File: src/rtl/serial_sub_pkg.sv
// Shared types and constants for the bit-serial subtractor.
// The optional two's-complement overflow output is enabled with SUB_OVF_EN.
package serial_sub_pkg;

    // Controller states: wait for start, process one bit per clock, report result.
    typedef enum logic [1:0] {
        IDLE  = 2'd0,
        SHIFT = 2'd1,
        DONE  = 2'd2
    } state_e;

    localparam int DEFAULT_WIDTH = 4;

    // Width of the bit counter that walks through WIDTH operand bits.
    function automatic int cnt_width(input int w);
        return (w <= 1) ? 1 : $clog2(w);
    endfunction

endpackage

File: src/rtl/full_subtractor.sv
// One-bit full subtractor cell: d = x - y - bin, with borrow out.
module full_subtractor (
    input  logic x,
    input  logic y,
    input  logic bin,
    output logic d,
    output logic bout
);

    // Difference bit and borrow out of this bit position.
    always_comb begin
        d    = x ^ y ^ bin;
        bout = (~x & y) | (~(x ^ y) & bin);
    end

endmodule

File: src/rtl/serial_subtractor.sv
// Bit-serial subtractor: DIFF = A - B, LSB first, one bit per clock through a
// single full_subtractor cell and a borrow flip-flop, behind a start/ready/done
// handshake.
//
// Handshake: start is accepted only on a rising edge where ready=1 (IDLE).
// After acceptance a and b are don't-care. done is a one-cycle pulse in DONE,
// and diff/borrow_out (plus ovf when SUB_OVF_EN is defined) are valid during
// that pulse and hold until the next DONE. start while ready=0 is ignored.
//
// Define SUB_OVF_EN to add the registered two's-complement overflow output ovf.
module serial_subtractor
    import serial_sub_pkg::*;
#(
    parameter int WIDTH = DEFAULT_WIDTH
) (
    input  logic             clk,
    input  logic             rst_n,
    input  logic             start,
    input  logic [WIDTH-1:0] a,
    input  logic [WIDTH-1:0] b,
    output logic             ready,
    output logic             done,
    output logic [WIDTH-1:0] diff,
    output logic             borrow_out,
`ifdef SUB_OVF_EN
    output logic             ovf,
`endif
    output state_e           dbg_state_o
);

    localparam int CW = cnt_width(WIDTH);
    localparam logic [CW-1:0] LAST_BIT = CW'(WIDTH - 1);

    state_e           state_q, state_d;
    logic [WIDTH-1:0] a_q, a_d;
    logic [WIDTH-1:0] b_q, b_d;
    logic [WIDTH-1:0] res_q, res_d;
    logic [WIDTH-1:0] diff_q, diff_d;
    logic [CW-1:0]    cnt_q, cnt_d;
    logic             br_q, br_d;
    logic             bo_q, bo_d;
`ifdef SUB_OVF_EN
    logic             ovf_q, ovf_d;
`endif

    logic cell_d;
    logic cell_bout;

    full_subtractor u_cell (
        .x    (a_q[0]),
        .y    (b_q[0]),
        .bin  (br_q),
        .d    (cell_d),
        .bout (cell_bout)
    );

    // State, datapath and output registers with synchronous active-low reset.
    always_ff @(posedge clk) begin
        if (!rst_n) begin
            state_q <= IDLE;
            a_q     <= '0;
            b_q     <= '0;
            res_q   <= '0;
            diff_q  <= '0;
            cnt_q   <= '0;
            br_q    <= 1'b0;
            bo_q    <= 1'b0;
`ifdef SUB_OVF_EN
            ovf_q   <= 1'b0;
`endif
        end else begin
            state_q <= state_d;
            a_q     <= a_d;
            b_q     <= b_d;
            res_q   <= res_d;
            diff_q  <= diff_d;
            cnt_q   <= cnt_d;
            br_q    <= br_d;
            bo_q    <= bo_d;
`ifdef SUB_OVF_EN
            ovf_q   <= ovf_d;
`endif
        end
    end

    // Next-state and datapath: capture on accept, shift one bit per SHIFT edge,
    // publish the result on the edge that processes the MSB.
    always_comb begin
        state_d = state_q;
        a_d     = a_q;
        b_d     = b_q;
        res_d   = res_q;
        diff_d  = diff_q;
        cnt_d   = cnt_q;
        br_d    = br_q;
        bo_d    = bo_q;
`ifdef SUB_OVF_EN
        ovf_d   = ovf_q;
`endif
        unique case (state_q)
            IDLE: begin
                if (start) begin
                    a_d     = a;
                    b_d     = b;
                    res_d   = '0;
                    br_d    = 1'b0;
                    cnt_d   = '0;
                    state_d = SHIFT;
                end
            end
            SHIFT: begin
                a_d   = a_q >> 1;
                b_d   = b_q >> 1;
                res_d = {cell_d, res_q[WIDTH-1:1]};
                br_d  = cell_bout;
                cnt_d = cnt_q + CW'(1);
                if (cnt_q == LAST_BIT) begin
                    state_d = DONE;
                    diff_d  = {cell_d, res_q[WIDTH-1:1]};
                    bo_d    = cell_bout;
`ifdef SUB_OVF_EN
                    // At the MSB step a_q[0]/b_q[0] are the captured operand MSBs.
                    ovf_d   = (a_q[0] != b_q[0]) && (cell_d != a_q[0]);
`endif
                end
            end
            DONE: begin
                state_d = IDLE;
            end
            default: begin
                state_d = IDLE;
            end
        endcase
    end

    // Handshake and result outputs.
    always_comb begin
        ready       = (state_q == IDLE);
        done        = (state_q == DONE);
        diff        = diff_q;
        borrow_out  = bo_q;
`ifdef SUB_OVF_EN
        ovf         = ovf_q;
`endif
        dbg_state_o = state_q;
    end

endmodule

File: config.mk
export PLATFORM = sky130hd
export DESIGN_NAME = serial_subtractor
export DESIGN_NICKNAME = d
export VERILOG_FILES = /design/src/rtl/serial_sub_pkg.sv /design/src/rtl/full_subtractor.sv /design/src/rtl/serial_subtractor.sv
export SDC_FILE = /design/constraint.sdc
export NUM_CORES = 1
export LEC_CHECK = 0
export BUFFER_PORTS_ARGS = -buffer_cell sky130_fd_sc_hd__buf_2
export CAP_MARGIN = 0
export CORE_MARGIN = 5
export CORE_UTILIZATION = 51
export DETAILED_ROUTE_END_ITERATION = 16
export PLACE_DENSITY = 0.74
export SYNTH_ARGS = -nofsm -noshare
export SYNTH_HDL_FRONTEND = slang
export SYNTH_HIERARCHICAL = 1
export SYNTH_SLANG_ARGS = --single-unit
File: constraint.sdc
create_clock -name clk -period 1.4 [get_ports clk]
set_input_delay 0.28 -clock clk [delete_from_list [all_inputs] [get_ports clk]]
set_output_delay 0.28 -clock clk [all_outputs]
set_load 0.005 [all_outputs]
==> metrics <==
pin count of the biggest net entering global routing 17; Slew @ Worst Pin 0.382 ns; Fin Setup TNS 0 ns; root buffer cell clkbuf_4; count of buffers from port buffering 19; max cap viols 0; minimum clock period 1.33 ns; Async S/R FF share, synth 0%; data required time at the worst endpoint 1.12 ns; DR pass1 iterations 3; maximum ir drop on the vdd rail 0.636 mV; total DRC errors in the routed layout 0; worst hold-check path type in2reg; ANT nets after route 0; total CTS buffers 3; H-tree depth 1; power per cell area 1010 nW/um^2; Setup crit start kind flop; # setup viols final 0; Hold-fix buffers, CTS 0; post-place instance area 1020 um^2; ports placed on the boundary 20; count of flip-flops with a built-in enable after synthesis 0; post-DP HPWL 1220 um; area of the placeable core 1710 um^2; NumNets Final 129; Synth Register Bits 21; top post-synthesis cells by area dfxtp_1 (46%), a211oi_2 (6.8%), mux2i_1 (6.6%), o21ai_0 (4.4%), buf_6 (3.7%); total power of the final layout 1080 uW; overall track demand over capacity in global routing 13.7%; full die area 2740 um^2; horizontal die dimension 52.4 um; Avg WL per Cell 11.4 um; number of antenna violations at the first check in global routing 0; cell accounting for the most synthesized area dfxtp_1; Starting Density 53.6%; Peak Freq 751 MHz; Post-Route WL 1600 um; post-synthesis cell count 94; row cnt 15; number of pins exceeding their max-slew limit in the final report 0; result of the run complete, no violations; grt total ovfl 0; buffer levels on the longest clock path 2; detailed router's first-iteration violation count 8; final estimated routing congestion in global placement 0.705; latest clock arrival within the worst-skew pair 0.30 ns; cell area after layout 1060 um^2; share of final-layout standard cells stronger than drive strength 1 31.3%; worst setup path class reg2out; post-synthesis net count 107; Leak Pwr 0.000443 uW; period utilisation layout 95.1%; crit path DAT 1.05 ns; final antenna diode count 0; Area Overhead vs Synth 16.0%; relative slew slack 74.4%; global-route wire length before repair 2770 um; Final Util 62.1%; CP Max Fanout 16; type of element capturing the critical path output port; Unique masters post-synth 25; portion of the post-synthesis area used by sequential elements 46.0%; sink count of the clock tree 21; routed via count divided by cell count 5.06; share of Yosys cell area claimed by the top area cell type 46.0%; unrepaired setup endpoints after global routing no; area of the mapped netlist 915 um^2; clock tree from TritonCTS built; clock-pin slew reported for the worst setup and hold paths after clock tree synthesis 0.12 ns; count of yosys warnings during synthesis 6; vias in the first global route 678; height of the die 52.4 um; count of final hold-check violations 0; average cell area after synthesis 9.73 um^2; flip-flop cell with the highest count after synthesis dfxtp_1; number of vias in the routed layout 708; Clock Skew 0.00190 ns
per-stage QoR:
stage	std cells	hold slack [ns]	worst slack (ns)
final	140	0.249	0.0689
after global routing	140	0.243	0.00541
after CTS	140	0.240	0.0227
after detailed placement	136	0.457	0.145
after global placement	136	0.451	0.173
after floorplan	94	0.446	0.287
power breakdown:
group	leakage [uW]	switching [uW]	internal [uW]
Sequential	0.000172	14.1	624
Clock	0.0000177	185	107
Combinational	0.000254	77.0	69.8
worst max-delay path, stage by stage, from the launching register on:
cell	delay, ns
dfxtp_1	0.38
buf_6	0.19
nor2_1	0.07
buf_2	0.12
registers in the layout (all words and copies together), names as in the netlist:
| name | cells |
|---|---|
| a_q | 4 |
| b_q | 4 |
| diff | 4 |
| res_q | 3 |
| cnt_q | 2 |
| dbg_state_o | 2 |
| borrow_out | 1 |
| br_q | 1 |
worst paths after layout:
| check | cells after the start | start | end | slack [ns] |
|---|---|---|---|---|
| max | 3 | dbg_state_o[0]$_SDFFE_PN0P_ | ready | 0.07 |
| min | 3 | a[3] | a_q[3]$_SDFFE_PN0P_ | 0.25 |
| max reg2reg | 4 | dbg_state_o[1]$_SDFFE_PN0P_ | b_q[0]$_SDFFE_PN0P_ | 0.14 |
| min reg2reg | 2 | diff[1]$_SDFFE_PN0P_ | diff[1]$_SDFFE_PN0P_ | 0.48 |
logic make-up (layout without fill, tap and decap cells):
family | after synthesis | in the layout | synth area share [%]
AOI/OAI and AO/OA | 21 | 21 | 16.8
muxes | 7 | 7 | 8.21
DFF | 21 | 21 | 46.0
adders and majority gates | 2 | 2 | 3.56
buffers and inverters | 12 | 33 | 7.93
and+or+nand+nor | 31 | 31 | 17.5
cell usage in the layout, fill, tap and decap left out, types with 2 or more instances in the layout:
cell,instances
a21oi_1,2
a211oi_2,5
inv_1,4
buf_2,19
dfxtp_1,20
nor2_1,8
nand4bb_1,2
nor3_1,2
mux2i_1,6
o22ai_1,5
nand3_1,5
buf_6,2
o21ai_0,8
nand2_1,8
clkbuf_4,3
buf_4,3
layout make-up:
type / instances / area [um^2]
Timing Repair Buffer: 24 / 140
Inverter: 5 / 18.8
Fill cell: 156 / 647
Sequential cell: 21 / 422
Clock inverter: 1 / 5.00
Tap cell: 25 / 31.3
Multi-Input combinational cell: 61 / 422
Clock buffer: 3 / 22.5
per-layer routing:
| metal | up-vias | track usage [%] | wire, um |
|---|---|---|---|
| li1 | 372 | - | - |
| met1 | 320 | 17.5 | 783 |
| met2 | 12 | 22.1 | 726 |
| met3 | 4 | 2.56 | 62 |
| met4 | 0 | 6.38 | 26 |
| met5 | - | 0 | 0 |
cells in the mapped netlist (all sizes together), types with 2 or more instances:
master	number
o21ai	8
nand4bb	2
a21oi	2
o22ai	5
nor2	9
nand2	8
nand3	5
dfxtp	21
inv	4
buf	7
a211oi	5
mux2i	6
nor3	2
repair_timing:
action / in CTS / in global routing
setup buffers: 0 / 0
gates resized for setup: 0 / 3
endpoints found under the setup margin: 0 / 4
No activity file was read; power rests on OpenSTA's default activity.
